File: src/rtl/peridot_config_pkg.sv
// PERIDOT config-layer shared definitions.
// Protocol bytes, FSM encoding, config/response bit positions.
package peridot_config_pkg;

  localparam logic [7:0] CMD_BYTE = 8'h3A;
  localparam logic [7:0] ESC_BYTE = 8'h3D;
  localparam logic [7:0] ESC_XOR  = 8'h20;

  localparam int CFG_NCONFIG = 0;
  localparam int CFG_FT_SI   = 1;
  localparam int CFG_MODE    = 3;
  localparam int CFG_SCL     = 4;
  localparam int CFG_SDA     = 5;

  localparam int RSP_BOOTSEL  = 0;
  localparam int RSP_NSTATUS0 = 1;
  localparam int RSP_NSTATUS1 = 2;
  localparam int RSP_SCL      = 4;
  localparam int RSP_SDA      = 5;

  typedef enum logic [2:0] {
    ST_IDLE,
    ST_ESC2,
    ST_CMD1,
    ST_CMD2,
    ST_WAITRESP
  } state_t;

  function automatic logic needs_esc(
    input logic [7:0] b
  );
    return (b == CMD_BYTE) ||
           (b == ESC_BYTE);
  endfunction

endpackage

File: src/rtl/peridot_config_timeout.sv
// Response timeout: loadable down-counter.
// Holds at zero; expired while zero.
module peridot_config_timeout (
  input  logic        clk,
  input  logic        reset_n,
  input  logic        load,
  input  logic [31:0] load_val,
  input  logic        en,
  output logic        expired
);

  logic [31:0] cnt_q;

  // load on command ack, count down while waiting
  always_ff @(posedge clk or negedge reset_n) begin
    if (!reset_n) begin
      cnt_q <= '0;
    end else if (load) begin
      cnt_q <= load_val;
    end else if (en && (cnt_q != '0)) begin
      cnt_q <= cnt_q - 32'd1;
    end
  end

  assign expired = (cnt_q == '0);

endmodule

File: src/rtl/peridot_config_host.sv
// PERIDOT config-layer host initiator.
// Escapes outbound data, issues commands, captures responses.
module peridot_config_host
  import peridot_config_pkg::*;
#(
  parameter int unsigned TIMEOUT_CYCLES = 1000000
) (
  input  logic       clk,
  input  logic       reset_n,
  output logic       in_ready,
  input  logic       in_valid,
  input  logic [7:0] in_data,
  input  logic       tx_ready,
  output logic       tx_valid,
  output logic [7:0] tx_data,
  output logic       rx_ready,
  input  logic       rx_valid,
  input  logic [7:0] rx_data,
  input  logic       out_ready,
  output logic       out_valid,
  output logic [7:0] out_data,
  input  logic       cmd_valid,
  output logic       cmd_ready,
  input  logic [7:0] cmd_data,
  output logic       resp_valid,
  output logic [7:0] resp_data,
  output logic       resp_timeout
);

  localparam logic [31:0] TO_LOAD =
    32'(TIMEOUT_CYCLES - 1);

  state_t     state_q;
  state_t     state_d;
  logic [7:0] esc_q;
  logic [7:0] cmd_q;
  logic       esc_ld;
  logic       cmd_ld;
  logic       to_load;
  logic       to_en;
  logic       to_expired;
  logic       resp_set;
  logic       resp_to;

  peridot_config_timeout u_timeout (
    .clk      (clk),
    .reset_n  (reset_n),
    .load     (to_load),
    .load_val (TO_LOAD),
    .en       (to_en),
    .expired  (to_expired)
  );

  // state, latched bytes and response registers
  always_ff @(posedge clk or negedge reset_n) begin
    if (!reset_n) begin
      state_q      <= ST_IDLE;
      esc_q        <= '0;
      cmd_q        <= '0;
      resp_valid   <= 1'b0;
      resp_timeout <= 1'b0;
      resp_data    <= '0;
    end else begin
      state_q    <= state_d;
      resp_valid <= resp_set;
      if (esc_ld) begin
        esc_q <= in_data ^ ESC_XOR;
      end
      if (cmd_ld) begin
        cmd_q <= cmd_data;
      end
      if (resp_set) begin
        resp_timeout <= resp_to;
        resp_data    <= resp_to ? 8'h00
                                : rx_data;
      end
    end
  end

  // next state and handshake steering
  always_comb begin
    state_d   = state_q;
    tx_valid  = 1'b0;
    tx_data   = in_data;
    in_ready  = 1'b0;
    rx_ready  = out_ready;
    out_valid = rx_valid;
    out_data  = rx_data;
    cmd_ready = 1'b0;
    esc_ld    = 1'b0;
    cmd_ld    = 1'b0;
    to_load   = 1'b0;
    to_en     = 1'b0;
    resp_set  = 1'b0;
    resp_to   = 1'b0;
    unique case (state_q)
      ST_IDLE: begin
        if (cmd_valid) begin
          cmd_ready = 1'b1;
          cmd_ld    = 1'b1;
          state_d   = ST_CMD1;
        end else begin
          in_ready = tx_ready;
          tx_valid = in_valid;
          if (needs_esc(in_data)) begin
            tx_data = ESC_BYTE;
            if (in_valid && tx_ready) begin
              esc_ld  = 1'b1;
              state_d = ST_ESC2;
            end
          end
        end
      end
      ST_ESC2: begin
        tx_valid = 1'b1;
        tx_data  = esc_q;
        if (tx_ready) begin
          state_d = ST_IDLE;
        end
      end
      ST_CMD1: begin
        tx_valid = 1'b1;
        tx_data  = CMD_BYTE;
        if (tx_ready) begin
          state_d = ST_CMD2;
        end
      end
      ST_CMD2: begin
        tx_valid = 1'b1;
        tx_data  = cmd_q;
        if (tx_ready) begin
          to_load = 1'b1;
          state_d = ST_WAITRESP;
        end
      end
      ST_WAITRESP: begin
        rx_ready  = 1'b1;
        out_valid = 1'b0;
        if (rx_valid) begin
          resp_set = 1'b1;
          state_d  = ST_IDLE;
        end else if (to_expired) begin
          resp_set = 1'b1;
          resp_to  = 1'b1;
          state_d  = ST_IDLE;
        end else begin
          to_en = 1'b1;
        end
      end
      default: begin
        state_d = ST_IDLE;
      end
    endcase
  end

endmodule

File: config.mk
export PLATFORM = sky130hd
export DESIGN_NAME = peridot_config_host
export DESIGN_NICKNAME = d
export VERILOG_FILES = /design/src/rtl/peridot_config_pkg.sv /design/src/rtl/peridot_config_timeout.sv /design/src/rtl/peridot_config_host.sv
export SDC_FILE = /design/constraint.sdc
export NUM_CORES = 1
export LEC_CHECK = 0
export CORE_MARGIN = 2
export CORE_UTILIZATION = 52
export DETAILED_ROUTE_END_ITERATION = 8
export GPL_TIMING_DRIVEN = 0
export MAX_ROUTING_LAYER = met4
export PLACE_DENSITY = 0.8
export SLEW_MARGIN = 25
export SYNTH_ARGS = -nofsm -noshare
export SYNTH_HDL_FRONTEND = slang
export SYNTH_SLANG_ARGS = --single-unit
File: constraint.sdc
create_clock -name clk -period 2.45 [get_ports clk]
set_input_delay 0.3675 -clock clk [delete_from_list [all_inputs] [get_ports clk]]
set_output_delay 0.3675 -clock clk [all_outputs]
set_load 0.03 [all_outputs]
==> results by group <==
Run status
  • Status: completed

Logic synthesis
  • Post-synthesis simple-gate area fraction: 26.9%
  • Synth area leaders: dfrtp_1 (47%), mux2i_1 (4.0%), mux2_2 (3.8%)
  • Fraction of the yosys area taken by sequential cells: 47.3%
  • Yosys warns: 0
  • Post-synth top area cell: dfrtp_1
  • Avg Cell Area, Syn: 10.3 sq um
  • XOR/XNOR share of the synthesized area: 0.272%
  • Area share of fa/ha/maj cells after synthesis: 0.388%
  • EDFF count, synth: 0
  • Post-Synthesis Cells: 314
  • Yosys top cell area share: 47.3%
  • Mapped Area: 3230 sq um
  • Yosys reg bits: 61
  • Synth Area in Compound Gates: 13.1%
  • Post-synthesis mux area share: 7.87%
  • Cell variety after synth: 51
  • Post-synth top flop: dfrtp_1
  • Largest family of logic cells by synthesized area: simple AND/OR/NAND/NOR gates
  • Ys async rst share: 100%
  • Syn Nets: 346

Final layout
  • Cell area after layout: 4350 sq um
  • Share of cells above drive strength 1: 21.9%
  • N_diodes: 0
  • Layout Utilization: 73.0%
  • Syn-to-layout area delta: 34.8%
  • Final #Nets: 434

Critical path
  • WP data arrival: 2000 ps
  • CP startpoint kind: input port
  • Cells along the critical path: dlygate4sd2_1 -> or3b_4 -> a2111oi_4 -> nor2_1 -> nor2_1 -> o22a_1 -> buf_2
  • Crit path max-delay family: simple AND/OR/NAND/NOR gates
  • CP Max Fanout: 5
  • Most common cell on crit path: nor2_1
  • Crit path max-delay cell type: or3b_4
  • CP Capture Type: output port
  • Worst path bufs/invs: 2
  • CP required: 2080 ps
  • Crit Path Category: in -> out
  • Critical Path Max Stage Delay: 400 ps

Global route
  • GRT Max-Usage Layer: met2
  • Largest net degree at the start of global routing: 36
  • Met3 Track Usage GR: 5.65%
  • Vias in the first global route: 2805
  • Met1 usage: 32.1%
  • Congestion Overflow GR: 0
  • GRT Total Usage: 25.4%
  • GR Util met2: 39.2%
  • First-pass GRT wire length: 12900 microns
  • Initial antenna violation count: 0

Clock tree
  • Worst-Skew Late Latency: 340 ps
  • TritonCTS clock tree: yes
  • Clock buffer depth: 2
  • CTS H-tree lvls: 3
  • TritonCTS Buffers: 9
  • Clock sinks: 61
  • Clock Pin Slew Worst Setup and Hold Paths: 70 ps
  • Clock root buffer: clkbuf_8

Floorplanning
  • Die Y-Extent: 82.8 microns
  • Initial Util: 54.2%
  • Die area: 6850 sq um
  • Die W: 82.8 microns
  • Rows: 28
  • I/O pins: 62
  • Core area: 5960 sq um

Route
  • Iter 0 DRT Violations: 239
  • Via count: 2843
  • Final wirelength: 7870 microns
  • Pre-Repair DR Iteration Count: 4
  • Antenna viol nets, final: 0
  • DRC: 0
  • DR vias/cell: 5.90
  • Routed len/inst: 16.3 microns

Timing
  • Unrepaired setup endpoints after global routing: yes
  • Slew headroom: 53.4%
  • Clock skew: 9.17 ps
  • Slew @ Worst Pin: 693 ps
  • Fmax: 0.422 GHz
  • Slew Viols, Final: 0
  • Final Hold Fails: 0
  • Fin crit period: 2370 ps
  • Final setup fails: 0
  • Tcrit/Tclk final: 96.8%

Pwr
  • Leakage Power: 1.86 nW
  • PD cells: 905 nW/um^2
  • Max VDD drop: 0.897 mV

Placement
  • DP Area: 3960 sq um
  • Post-detail-place hpwl: 5200 microns
  • Port Buf Inserts: 61
  • Routability cong.: 0.827

Flow run
  • Max Cap Viol: 0

Hold path
  • Worst Hold Class: in -> async
state kept, by name (all words and copies together), names as in the netlist:
signal,count
cmd_q,8
esc_q,8
resp_data,8
resp_timeout,1
resp_valid,1
state_q,3
u_timeout.cnt_q,32
metal layers:
layer / vias to the layer above / routed length, microns
li1: 1356 / -
met1: 1386 / 3530
met2: 83 / 3800
met3: 18 / 362
met4: 0 / 180
met5: - / 0
cells by family after synthesis:
| logic type | after synthesis |
|---|---|
| AOI/OAI and AO/OA | 67 |
| xor gates and xnor gates | 1 |
| adders and majority gates | 1 |
| buffers and inverters | 24 |
| DFF | 61 |
| muxes | 24 |
| and+or+nand+nor | 136 |
layout by cell type (no fill, tap or decap), types with 11 or more instances in the layout:
| master | count |
|---|---|
| dfrtp_1 | 60 |
| clkdlybuf4s50_1 | 46 |
| buf_4 | 24 |
| a21oi_1 | 22 |
| nand2_1 | 22 |
| nor2_1 | 17 |
| mux2i_1 | 13 |
| o21ai_0 | 13 |
| or3_1 | 12 |
| o31ai_1 | 11 |
| nand3_1 | 11 |
| mux2_2 | 11 |
| clkbuf_8 | 11 |
cell usage after synthesis (3+ instances only):
master and n:
or4_1 9, o21ai_1 3, nand2b_1 4, a21oi_1 23, nor4_1 10, o21ai_0 14
dfrtp_1 61, nand2_1 22, nor4_4 3, buf_4 8, mux2_2 11, mux2i_1 13
buf_2 3, or2_2 5, clkbuf_1 7, nor4_2 3, or3_1 12, nand3_1 11
and3_1 5, nor2_1 18, a22o_1 8, nor2b_1 6, inv_1 4, nor3_1 7
o31ai_1 11
repair_timing:
item | 4_1_cts | 5_1_grt
endpoints found under the setup margin | 33 | 29
resized for setup | 33 | 12
buffers inserted | 4 | 10
hold buffers | 1 | 0
hold endpoints to repair | 26 | 0
pin swaps | 4 | 7
per-stage QoR:
step,hold WS [ps],power [mW],setup WS (ps),cells,setup TNS (ps)
final,478,3.94,78.1,482,0
after global routing,480,4.14,-46.3,482,-46.3
after CTS,453,3.94,0.321,472,0
after detailed placement,304,2.96,-786,451,-9920
after global placement,453,2.92,-975,450,-68640
after floorplan,71.9,2.33,245,314,0
worst register-to-register path, stage by stage (launching register included):
cell     delay (ps)
dfrtp_2         450
nor4_4          390
nand4_2         190
or4b_1          530
buf_2           180
or4_1           420
a21oi_1         150
report_power, final:
| group | internal, mW | switching [mW] | total (mW) |
|---|---|---|---|
| Combinational | 0.662 | 0.932 | 1.59 |
| Sequential | 1.20 | 0.126 | 1.33 |
| Clock | 0.625 | 0.392 | 1.02 |
final timing paths:
| check | cells after the start | start | to | slack [ps] |
|---|---|---|---|---|
| min | 2 | reset_n | u_timeout.cnt_q[3]$_DFFE_PN0P_ | 480 |
| max in group asynchronous | 3 | reset_n | u_timeout.cnt_q[5]$_DFFE_PN0P_ | 1460 |
| min reg2reg | 1 | esc_q[3]$_DFFE_PN0P_ | esc_q[3]$_DFFE_PN0P_ | 490 |
| max reg2reg | 6 | u_timeout.cnt_q[5]$_DFFE_PN0P_ | u_timeout.cnt_q[30]$_DFFE_PN0P_ | 80 |
| min in group clk | 2 | in_data[1] | esc_q[1]$_DFFE_PN0P_ | 480 |
| max | 7 | in_data[2] | tx_data[2] | 80 |
cell type report:
| type | instances | area (sq um) |
|---|---|---|
| Clock inverter | 4 | 70.1 |
| Fill cell | 440 | 1610 |
| Clock buffer | 12 | 155 |
| Inverter | 4 | 15.0 |
| Buffer | 20 | 121 |
| Multi-Input combinational cell | 229 | 1640 |
| Tap cell | 75 | 93.8 |
| Timing Repair Buffer | 77 | 728 |
| Sequential cell | 61 | 1530 |
No activity file was read; power rests on OpenSTA's default activity.
